<file path="src/rtl/progmem_loader.sv">
// progmem_loader: writable 16 x 8 program store with a host load sequencer.
// It owns the store and arbitrates between the host load stream and the CPU
// fetch port. While a program is written, the CPU is held in clear. A short
// program is zero-filled, and the CPU is released after a fixed settle period.
//
// Ports:
//   CLK       rising-edge system clock
//   CLR       synchronous active-high reset
//   A / D     CPU fetch address / combinational instruction read
//   LD_START  begin a load (honoured in IDLE and RUN)
//   LD_VALID, LD_DATA, LD_LAST / LD_READY   host byte stream handshake
//   CPU_CLR   active-low CPU clear
//   BUSY      high in LOAD, FILL, RELEASE
//   LOADED    program complete and CPU released
//   COUNT     host bytes accepted in the current or last load
module progmem_loader #(
    parameter int unsigned RELEASE_CYCLES = 2,
    parameter logic [7:0]  FILL_BYTE      = 8'h00
) (
    input  logic       CLK,
    input  logic       CLR,
    input  logic [3:0] A,
    output logic [7:0] D,
    input  logic       LD_START,
    input  logic       LD_VALID,
    input  logic [7:0] LD_DATA,
    input  logic       LD_LAST,
    output logic       LD_READY,
    output logic       CPU_CLR,
    output logic       BUSY,
    output logic       LOADED,
    output logic [4:0] COUNT
);

    // The release counter is preloaded on the last write and counts down to 0,
    // so RELEASE lasts exactly RELEASE_CYCLES cycles.
    localparam logic [3:0] RelInit = 4'(RELEASE_CYCLES - 1);

    typedef enum logic [2:0] {
        StIdle,
        StLoad,
        StFill,
        StRelease,
        StRun
    } state_t;

    state_t     r_state, w_state_d;
    logic [7:0] r_mem [16];
    logic [3:0] r_ptr;
    logic [4:0] r_count;
    logic [3:0] r_rel;

    logic       w_wr_en;
    logic [7:0] w_wr_data;
    logic       w_ptr_inc;
    logic       w_cnt_inc;
    logic       w_clr_ptr;
    logic       w_rel_load;
    logic       w_rel_dec;

    always_comb begin
        w_state_d  = r_state;
        w_wr_en    = 1'b0;
        w_wr_data  = LD_DATA;
        w_ptr_inc  = 1'b0;
        w_cnt_inc  = 1'b0;
        w_clr_ptr  = 1'b0;
        w_rel_load = 1'b0;
        w_rel_dec  = 1'b0;
        unique case (r_state)
            StIdle: begin
                if (LD_START) begin
                    w_state_d = StLoad;
                    w_clr_ptr = 1'b1;
                end
            end
            StLoad: begin
                // LD_READY is 1 throughout LOAD, so LD_VALID alone is the handshake.
                if (LD_VALID) begin
                    w_wr_en   = 1'b1;
                    w_ptr_inc = 1'b1;
                    w_cnt_inc = 1'b1;
                    if (r_ptr == 4'd15) begin
                        w_state_d  = StRelease;
                        w_rel_load = 1'b1;
                    end else if (LD_LAST) begin
                        w_state_d = StFill;
                    end
                end
            end
            StFill: begin
                w_wr_en   = 1'b1;
                w_wr_data = FILL_BYTE;
                w_ptr_inc = 1'b1;
                if (r_ptr == 4'd15) begin
                    w_state_d  = StRelease;
                    w_rel_load = 1'b1;
                end
            end
            StRelease: begin
                if (r_rel == 4'd0) begin
                    w_state_d = StRun;
                end else begin
                    w_rel_dec = 1'b1;
                end
            end
            StRun: begin
                if (LD_START) begin
                    w_state_d = StLoad;
                    w_clr_ptr = 1'b1;
                end
            end
            default: w_state_d = StIdle;
        endcase
    end

    always_ff @(posedge CLK) begin
        if (CLR) begin
            r_state <= StIdle;
            r_ptr   <= 4'd0;
            r_count <= 5'd0;
            r_rel   <= 4'd0;
            for (int i = 0; i < 16; i++) begin
                r_mem[i] <= FILL_BYTE;
            end
        end else begin
            r_state <= w_state_d;
            if (w_wr_en) begin
                r_mem[r_ptr] <= w_wr_data;
            end
            // After the write to address 15 the pointer wraps to 0; it is
            // cleared again at the next load start anyway.
            if (w_clr_ptr) begin
                r_ptr   <= 4'd0;
                r_count <= 5'd0;
            end else begin
                if (w_ptr_inc) r_ptr <= r_ptr + 4'd1;
                if (w_cnt_inc) r_count <= r_count + 5'd1;
            end
            if (w_rel_load) begin
                r_rel <= RelInit;
            end else if (w_rel_dec) begin
                r_rel <= r_rel - 4'd1;
            end
        end
    end

    assign D        = r_mem[A];
    assign LD_READY = (r_state == StLoad);
    assign CPU_CLR  = (r_state == StRun);
    assign LOADED   = (r_state == StRun);
    assign BUSY     = (r_state == StLoad) || (r_state == StFill) || (r_state == StRelease);
    assign COUNT    = r_count;

endmodule

</file>
<file path="config.mk">
export PLATFORM = sky130hd
export DESIGN_NAME = progmem_loader
export DESIGN_NICKNAME = d
export VERILOG_FILES = /design/src/rtl/progmem_loader.sv
export SDC_FILE = /design/constraint.sdc
export NUM_CORES = 1
export LEC_CHECK = 0
export CAP_MARGIN = 10
export CORE_ASPECT_RATIO = 0.6
export CORE_UTILIZATION = 45
export CTS_CLUSTER_SIZE = 30
export DETAILED_ROUTE_END_ITERATION = 8
export GPL_TIMING_DRIVEN = 1
export HOLD_SLACK_MARGIN = 0.12
export PLACE_DENSITY = 0.68
export RECOVER_POWER = 100
export SLEW_MARGIN = 25
export SYNTH_ARGS = -nofsm -noshare
export SYNTH_HDL_FRONTEND = slang
export SYNTH_SLANG_ARGS = --single-unit
</file>
<file path="constraint.sdc">
create_clock -name CLK -period 4.5 [get_ports CLK]
set_input_delay 0.9 -clock CLK [delete_from_list [all_inputs] [get_ports CLK]]
set_output_delay 0.9 -clock CLK [all_outputs]
set_load 0.02 [all_outputs]
</file>
== Yosys cells after proc, flatten, opt, wreduce, memory -nomap -nowiden ==
Memories as Yosys holds them, arrays and structs flattened.
Cells that the tools add are included.
Word-level totals
  memory bits (writable): 128
  logic and storage cells: 57
  memories kept: 1
  register bits: 16
  input bits: 17
Cells by class
  eq/ne operators: 10
  mux-type cells: 28
  add/subtract/negate cells: 3
  reductions and logical operators: 10
Memories
  r_mem: depth 16, bits a word 8, read ports 1, clocked after Yosys merged registers in 0, wr ports 16, line 48  | logic [7:0] r_mem [16];
Operator list (count)
  $mux W3: 6
  $mux W1: 16
  $mux W8: 2
  $pmux W3 S4: 1
  $reduce_or A8 Y1: 1
  $eq A3 B2 Y1 const B: 2
  $ne A2 B2 Y1 const B: 3
  $reduce_or A2 Y1: 3
  $add A5 B1 Y5 const B: 1
  $reduce_and A5 Y1: 1
  $add A4 B1 Y4 const B: 1
  $eq A4 B4 Y1 const B: 1
  $logic_not A4 Y1: 1
  $mux W4: 1
  $pmux W1 S2: 2
  $sub A4 B1 Y4 const B: 1
  $eq A3 B1 Y1 const B: 1
  $eq A3 B3 Y1 const B: 1
  $logic_not A3 Y1: 1
  $ne A3 B2 Y1 const B: 1
  $logic_or A1 B1 Y1: 2
  $ne A2 B1 Y1 const B: 1
  $reduce_bool A2 Y1: 1

== Depth between registers and ports, before layout ==
  word-level depth: 7
  gate-level depth with buffers: 6
  depth with buffers taken out: 6

== Worst setup path before layout ==
No wires, ideal clock.
  path kind: input port to output port
  start point: in A[0]
  end point: out D[1]
  stages on the path: 5
  setup slack: 1318 ps
  buffers on the path: 2
  required time: 3600 ps
  arrival time: 2282 ps
  cell sequence: clkbuf_1 -> buf_2 -> mux4_2 -> a22oi_1 -> nand2_1
On the way
  cells in the longest elaborated chain, start to end: 1
RTL lines
  from (decl): line 22  | input logic [3:0] A,
  $mem_v2 Z16 W8
  to (decl): line 23  | output logic [7:0] D,
Every way passes these cells.

== Worst setup path in the final report ==
  start point: in A[1]
  end point: out D[7]
The elaborated chain is that of the path after synthesis.

==> reports/metrics.yaml <==
critical_path:
  crit_fanout: 11
  crit_required_ps: 3600
  worst_setup_path_start_kind: "input pin"
  critPathKind: "in -> out"
  endpoint_kind: "primary output"
  worstPathArrival_ps: 3320
hold_path:
  hold_path_class: "reg -> reg"
cts:
  cts_max_path_buffers: 2
  clk_pin_slew_ps: 60
  cts_setup_buffers: 0
  cts_made_buffers: 17
  cts_tree: "done"
  cts_resized: 0
  root_buffer: "clkbuf_16"
  cts.sinks: 144
  htree_levels: 4
  holdBufCountCts: 0
  clk_latency_ps: 420
pwr:
  netSwitchingFraction: 0.227
  p_comb_frac: 0.072
  power.internal_mw: 2.41
  p_seq_frac: 0.486
  power_per_cell_area_mw_per_mm2: 409
  clkPwrFrac: 0.442
  p_leak_nw: 2.57
  total_power_mw: 3.11
  switchingPower_mw: 0.706
  ir_drop_mv: 0.227
route:
  drtAntennaViolNets: 0
  first_iter_violations: 385
  vias: 4171
  vias_per_cell: 5.61
  drc: 0
  wl_per_cell_microns: 20.5
  first_pass_iters: 5
  finalWirelength_microns: 15200
sta:
  finalHoldViolCount: 0
  finalSetupTns_ps: 0
  period_minus_slack_ps: 4220
  fin_hold_ws_ps: 511
  slew_headroom: -0.00682
  drv_slew: 36
  tightest_slew_ps: 1510
  rsz0062_at_grt: "false"
  skew_ps: 8.86
  post-route-period-util: 0.938
  max_freq_ghz: 0.237
  setup_viol: 0
synth:
  synth_enable_flop_cells: 128
  post_synth.cell_area_avg_sq_um: 13.3
  synth_flop_cell: "edfxtp_1"
  syn_nets: 521
  ys_seq_area_frac: 0.628
  syn_inst: 498
  syn_area_sq_mm: 0.00663
  synth_area_leaders: "edfxtp_1 58%, mux4_2 11%, nor2_1 7.9%"
  synth_warnings: 0
  yosysUniqueCellTypes: 39
  async_flop_share: 0
  ys_ff_latch: 144
  yosysTopAreaCell: "edfxtp_1"
  synthDominantCellAreaShare: 0.580
cells_and_area:
  register_area_sq_mm: 0.00416
  final_common_cell: "nor2_1"
  layout_common_cells: "140 x nor2_1, 128 x edfxtp_1, 49 x nand2_1, 32 x mux4_2, 19 x clkdlybuf4s50_1"
  fillers: 1132
  num-nets-final: 561
  antenna-diode-count: 0
  area_growth_syn_to_layout_pct: 14.8
  drive_above_1_share: 0.129
  multi_input_area_sq_mm: 0.00220
global_routing:
  grt_max_degree: 36
  grt_pass1_wl_microns: 23400
  gr-total-overflow: 0
  grt_pass1_vias: 4140
  antenna_found_initial: 0
  grt.total_usage: 0.212
floorplan:
  core-area_sq_mm: 0.0140
  dieWidth_microns: 159
  row_count: 33
  initial_utilization: 0.474
  die-area_sq_mm: 0.0152
  die_h_microns: 96.0
  ios: 34
place:
  io_buffers: 33
  globalplace.congestion: 0.779
  dp_hpwl_microns: 10100
job:
  maxCapViolCount: 1
run_status:
  violations: "max-capacitance violations, max-slew violations"
  status: "complete, but fails checks"
-- worst paths after layout --
| kind | slack (ps) | depth (start not counted) | startpoint | to |
|---|---|---|---|---|
| setup / recovery | 280 | 6 | A[1] | D[7] |
| hold / removal | 510 | 2 | r_rel[3] | r_rel[3] |
| setup reg to reg | 930 | 5 | r_state[0] | r_mem[9][4] |
| hold reg to reg | 510 | 2 | r_rel[3] | r_rel[3] |
-- cells in the mapped netlist, types with 5 or more instances --
library cell  number
nor2_1           140
edfxtp_1         128
nand2_1           45
mux4_2            32
a22oi_1           16
dfxtp_1           16
buf_6             12
o21bai_1          11
and2_1            10
clkbuf_1          10
ha_1               6
inv_1              6
xnor2_1            6
xor2_1             5
-- area by class of cell --
type / count / area share
flip-flops and latches: 144 / 0.547
multi-input cells: 319 / 0.288
clock buffers: 19 / 0.0568
repair buffers: 50 / 0.0554
well taps: 192 / 0.0315
clock inverters: 13 / 0.0182
inverters: 6 / 0.00296
-- power by group through the flow --
| stage | Sequential, mW | Clock [mW] | Combinational [mW] |
|---|---|---|---|
| final | 1.51 | 1.37 | 0.225 |
| after global routing | 1.52 | 1.44 | 0.241 |
| after CTS | 1.51 | 1.38 | 0.237 |
| after detailed placement | 1.54 | 0 | 0.237 |
| after global placement | 1.54 | 0 | 0.232 |
| after floorplan | 1.53 | 0 | 0.146 |
-- logic make-up (layout without fill, tap and decap cells) --
group | count (synthesis) | after routing | share of synthesized area
AND/OR/NAND/NOR | 223 | 223 | 0.148
flip-flops | 144 | 144 | 0.628
AO/OA/AOI/OAI | 45 | 45 | 0.0515
buffers and inverters | 35 | 88 | 0.0347
multiplexers | 34 | 34 | 0.112
XOR/XNOR | 11 | 11 | 0.0145
adder cells (fa/ha/maj) | 6 | 6 | 0.0113
-- per-stage QoR --
step,utilization,setup slack [ps],instance area [sq um],instances
floorplan,-,1320,6630,498
CTS,0.551,430,7710,743
detailed placement,0.510,429,7130,711
finish,0.544,281,7620,743
global route,0.544,167,7620,743
global placement,0.509,463,7130,711
-- routing by layer --
layer | vias up | share of wire | wire, microns | GRT usage
met1 | 2073 | 0.45 | 6810 | 0.299
li1 | 1897 | - | - | -
met4 | 0 | 0.019 | 286 | 0.0793
met5 | - | 0 | 0 | 0
met2 | 178 | 0.45 | 6910 | 0.330
met3 | 23 | 0.079 | 1200 | 0.0388
-- critical path, cell delays in order --
cell	delay [ps]
dlygate4sd3_1	750
clkbuf_2	380
mux4_2	350
a22oi_1	280
nand2_1	90
clkdlybuf4s50_1	550
-- sequential cells by signal, indices dropped and copies added, names as in the netlist --
register	flops
r_ptr	4
r_state	3
COUNT	5
r_mem	128
r_rel	4
No activity file was read; power rests on OpenSTA's default activity.
==> RTL change 1 (config.mk and constraints unchanged) <==
Register the output `COUNT` once more, without a reset; this adds one clock of latency there. The other outputs are not delayed to match.
--- a/src/rtl/progmem_loader.sv
+++ b/src/rtl/progmem_loader.sv
@@ -152,3 +152,5 @@
     assign BUSY     = (r_state == StLoad) || (r_state == StFill) || (r_state == StRelease);
-    assign COUNT    = r_count;
+    always_ff @(posedge CLK) begin
+        COUNT <= r_count;
+    end
 
Behaviour: not the same (a bounded check fails within 4 cycles, from zero or initial values).
==> RTL change 1 against the unedited design <==
  * Via count grew 3.1%
  * Final area grew 1.3%
  * Count of clock-buffer cells in the layout is the same
  * Critical endpoint is now D[3]
  * Worst setup slack gained 0.18 ns
  * First-iteration DRC count grew 40%
  * Worst hold slack lost 0.15 ns
  * Largest cell class unchanged
  * Sequential cell count grew 5
  * Sequential power grew 3%
  * Wire length grew 5.8%
  * Largest power group unchanged
  * Area after synthesis grew 2.5%
  * Final cell count grew 0.54%
  * Global-route usage grew 1.3 points
  * Die area grew 2.5%
  * Power grew 2.0%
==> RTL change 1: results (changes against the unedited design) <==
The area share of xor/xnor cells in the synthesized design came out at 1.29% (-0.16 points). By count the netlist is led by sky130_fd_sc_hd__nor2_1 (138), sky130_fd_sc_hd__edfxtp_1 (128), sky130_fd_sc_hd__nand2_1 (45), sky130_fd_sc_hd__mux4_2 (32), sky130_fd_sc_hd__dfxtp_1 (21). The synthesized netlist net count is 533 (+2.3%). In this run the worst hold path is classified as flop to flop. The largest net degree at the start of global routing is 33 (-8.3%). The total placed cells including tap cells is 715 (+0.56%). The per-cell routed wire length is 21.5 µm (+5.2%). The layout filler cell count is 1245 (+10%). The share of post-route cells with drive strength above 1 is 13.1% (+0.23 points).

The largest vdd supply drop came out at 246 µV (+8.5%). The number of antenna cells inserted is 0 (unchanged). The share of the synthesized area in compound gates (AO/OA/AOI/OAI) is 5.43% (+0.28 points). The share of synthesized cell area in full adder, half adder and majority cells came out at 1.10% (-0.028 points).

The normalized max-slew margin came out at 4.61% (+5.3 points). The maximum fanout along the worst path is 14 (+3). The global-route wire length before repair came out at 25500 µm (+8.9%). The post-placement worst setup slack came out at 0.613 ns (+0.183 ns).

The tree is rooted in a sky130_fd_sc_hd__clkbuf_16. The detailed-router iteration count before antenna repair came out at 5 (unchanged). The total routing resource utilization after global routing is 22.5% (+1.3 points). The critical path's largest stage delay is 0.57 ns (-0.18 ns). The sequential element share of the synthesized area came out at 62.7% (-0.076 points). The number of buffers between clock root and the deepest sink came out at 2 (unchanged). The number of enable flip-flop cells after synthesis was 128 (unchanged). The static leakage power came out at 2.69 nW (+4.7%).

The synthesized area per cell came out at 13.3 µm² (+0.12%). The worst setup path is captured at an output port. The number of DRC markers in iteration 0 came out at 539 (+40%). The number of port buffers came to 33 (unchanged). The final cell count without fillers came out at 747 (+0.54%). The global placer's final weighted congestion is 0.755 (-3.1%).

The number of nets in the layout came out at 559 (-0.36%). The post-synthesis cell type count came to 41 (+5.1%). The number of gates resized after CTS came to 0 (unchanged).

The number of antenna violations at the first check in global routing came out at 0 (unchanged). The slowest stage cell on the critical path is sky130_fd_sc_hd__mux4_2. The TritonCTS buffer count came out at 17 (unchanged).

In the post-synthesis netlist, the biggest area contributors are sky130_fd_sc_hd__edfxtp_1 (57%), sky130_fd_sc_hd__mux4_2 (11%), sky130_fd_sc_hd__nor2_1 (7.6%). The final core area utilization came to 52.7% (-1.7 points). The via count of the first global-routing pass was 4369 (+5.5%). The post-CTS setup buffer count is 0 (unchanged). The total cell area at the placement stage came out at 0.00721 mm² (+1.1%). The fraction of synthesized area in multiplexers is 10.9% (-0.28 points). The HPWL after detailed placement is 10400 µm (+3.4%). The arrival time of data at the critical path endpoint came to 3.14 ns (-0.18 ns).

The post-detailed-route via-to-cell ratio came out at 5.76 (+2.5%). In the final layout, the registers with the most flip-flops are r_mem x128, COUNT x5, r_count x5. The worst-case clock skew is 0.0145 ns (+0.00567 ns). The run finished with clean final reports.

After clock tree synthesis, the clock-pin slew on the worst setup and hold paths is about 0.07 ns.
## RTL change 1: cell count changes after synthesis, sizes merged, moves of 3 or more
cell    unedited run  this run
a21o               2         7
a31o               4         9
a41o               0         3
buf               19        23
dfxtp             16        21
nor2b              3         6
o21bai            11         0
## RTL change 1: path summary, 6_finish.rpt
path / from / to / slack (ns) / depth (start not counted)
max: A[0] / D[3] / 0.46 / 6
min: r_count[4] / COUNT[4] / 0.37 / 0
max reg2reg: r_state[0] / r_mem[1][4] / 1.61 / 3
min reg2reg: r_count[4] / COUNT[4] / 0.37 / 0
## RTL change 1: layout make-up
cell class	instances	share of cell area, %
inverters	6	0.292
clock inverters	13	1.80
multi-input cells	321	28.7
repair buffers	41	5.12
well taps	198	3.21
flip-flops and latches	149	55.3
clock buffers	19	5.61
## RTL change 1: kinds of logic (layout without fill, tap and decap cells)
group,Yosys count,count (layout)
AND/OR/NAND/NOR,226,226
flip-flops,149,149
AO/OA/AOI/OAI,45,45
buffers and inverters,40,79
multiplexers,34,34
XOR/XNOR,10,10
adder cells (fa/ha/maj),6,6
## RTL change 1: per-layer routing
layer,up-vias,routed length [µm],track usage [%]
met5,-,0,0
met4,0,254,5.86
met1,2168,7120,32.0
met2,205,7430,34.4
li1,1901,-,-
met3,26,1290,5.68
## RTL change 1: power by group
group	total [mW]	internal, mW	switching (mW)
sequential	1.56	1.54	0.0164
combinational	0.222	0.0922	0.130
clock	1.40	0.859	0.536
## RTL change 1: worst reg2reg max path, stage by stage (launching register included)
cell                       delay [ns]
sky130_fd_sc_hd__dfxtp_1         0.50
sky130_fd_sc_hd__nand3b_1        0.26
sky130_fd_sc_hd__a21oi_1         1.04
sky130_fd_sc_hd__a31o_1          0.70
==> RTL change 2 (same flow settings) <==
Made on the original files. Re-encode `state_t` (5 states) as Gray code, 3 bits wide.
--- a/src/rtl/progmem_loader.sv
+++ b/src/rtl/progmem_loader.sv
@@ -39,7 +39,7 @@
     typedef enum logic [2:0] {
-        StIdle,
-        StLoad,
-        StFill,
-        StRelease,
-        StRun
+        StIdle    = 3'b000,
+        StLoad    = 3'b001,
+        StFill    = 3'b011,
+        StRelease = 3'b010,
+        StRun     = 3'b110
     } state_t;
Check against the original RTL: no difference found for any inputs over 4 cycles, from zero or initial values; so few cycles prove little.
==> RTL change 2 against the unedited design <==
  * Area after synthesis is 0.38% lower
  * Wire length fell by 1.1%
  * First-iteration DRC count increased by 9.9%
  * Sequential cell count stayed put
  * Final area shrank 1.1%
  * Count of clock-buffer cells in the layout unchanged
  * Critical path depth fell by 1
  * Worst setup slack gained 0.24 ns
  * Die area decreased by 0.37%
  * Fmax rose by 6.1%
  * Worst hold slack improved by 0.0044 ns
  * Largest cell class unchanged
Power is not compared: it rests on default switching activity, and its combinational part moved more than twofold at a synthesized area within 25%.
==> RTL change 2: results (changes against the unedited design) <==
The synthesized netlist net count came out at 513 (-1.5%). The number of signal-net buffers in the layout was 37 (-26%). The post-placement worst setup slack is 0.643 ns (+0.214 ns). The routing usage on met3 is 6.89% (+3.0 points). The non-clock inverter count in the final layout came out at 5 (-1). The global-route wire length before repair is 23400 µm (+0.12%). The share of post-route cells with drive strength above 1 is 13.7% (+0.78 points). The layout buffering overhead excluding clock cells is 5.05% (-0.48 points).

The HPWL after detailed placement is 10300 µm (+2.1%). The flow ran to the end, and the final reports show no timing, DRC or antenna violations. The sequential cell count was 144 (unchanged). The most critical setup path has its endpoint at D[7]. The share of synthesized cell area in full adder, half adder and majority cells came out at 1.14% (+0.0043 points). The critical path's largest stage delay was 0.69 ns (-0.06 ns). The total cell area at the placement stage came out at 0.00706 mm² (-0.98%).

The worst hold path terminates at COUNT[4]. Tracing the worst setup path back leads to its startpoint at A[3]. The smallest setup slack after layout is 0.522 ns (+0.241 ns). The met1 wire length is 7040 µm (+3.3%). The final cell count without fillers came out at 719 (-3.2%). The met2 global-route usage is 31.2% (-1.8 points).

The via count of the first global-routing pass is 4003 (-3.3%). The routed wire length on met3 came out at 1400 µm (+17%). The worst register-to-register path begins at r_state[1]. After synthesis, the most frequently instantiated cells are sky130_fd_sc_hd__nor2_1 (147), sky130_fd_sc_hd__edfxtp_1 (128), sky130_fd_sc_hd__nand2_1 (34), sky130_fd_sc_hd__mux4_2 (32), sky130_fd_sc_hd__clkbuf_1 (18). The detailed-router iteration count before antenna repair came out at 4 (-1). The global placer's final weighted congestion was 0.774 (-0.63%). The normalized max-slew margin came out at 47.8% (+48 points). The number of DRC markers in iteration 0 came to 423 (+9.9%). The worst-case clock skew came out at 0.0110 ns (+0.00211 ns). The final hold slack came out at 0.515 ns (+0.00440 ns). The sequential element share of the synthesized area came out at 63.0% (+0.24 points).

The reg2reg setup slack came out at 1.48 ns (+0.55 ns). The arrival time of data at the critical path endpoint came out at 3.08 ns (-0.24 ns). The number of nets in the layout came out at 537 (-4.3%). The share of the synthesized area in compound gates (AO/OA/AOI/OAI) came out at 3.13% (-2.0 points).

The combined area of the multi-input logic cells is 0.00211 mm² (-4.0%). The routed wire length is 15000 µm (-1.1%). The final core area utilization is 53.8% (-0.62 points). The TritonCTS buffer count is 17 (unchanged).

The detailed-route via count came to 4058 (-2.7%). The area share of xor/xnor cells in the synthesized design came out at 1.46% (+0.0055 points). The post-synthesis cell type count is 46 (+18%).

The global-route track usage on met1 came out at 32.4% (+2.4 points). The total placed cells including tap cells was 687 (-3.4%). The register share of the cell area came out at 55.3% (+0.63 points). The number of instances in the synthesized netlist is 490 (-1.6%). The clock transition at the registers of the reported paths came out at 0.06 ns (about the same).

The total number of multi-input combinational cells is 309 (-3.1%). The largest net degree at the start of global routing is 33 (-8.3%). The layout filler cell count came out at 1171 (+3.4%). In this run the critical register-to-register path is captured at r_mem[8][7]. The sum of met2 wire segment lengths after detailed routing came out at 6480 µm (-6.1%). The total routing resource utilization after global routing came to 21.9% (+0.68 points).
-- RTL change 2: changes by cell type in the layout (fill, tap and decap cells not counted), moves of 5 or more --
cell                              change
sky130_fd_sc_hd__nand3_1             +17
sky130_fd_sc_hd__nand2_1             -15
sky130_fd_sc_hd__clkbuf_1            -11
sky130_fd_sc_hd__o21bai_1            -11
sky130_fd_sc_hd__nor2_1               +7
sky130_fd_sc_hd__clkdlybuf4s50_1      -6
sky130_fd_sc_hd__dlygate4sd3_1        +6
sky130_fd_sc_hd__and2_1               -5
-- RTL change 2: power groups by stage --
stage / logic (mW) / clock network, mW / registers [mW]
after floorplan: 0.376 / 0 / 1.57
after detailed placement: 0.484 / 0 / 1.60
after global routing: 0.494 / 1.56 / 1.58
final: 0.451 / 1.49 / 1.57
after global placement: 0.475 / 0 / 1.59
after CTS: 0.488 / 1.50 / 1.57
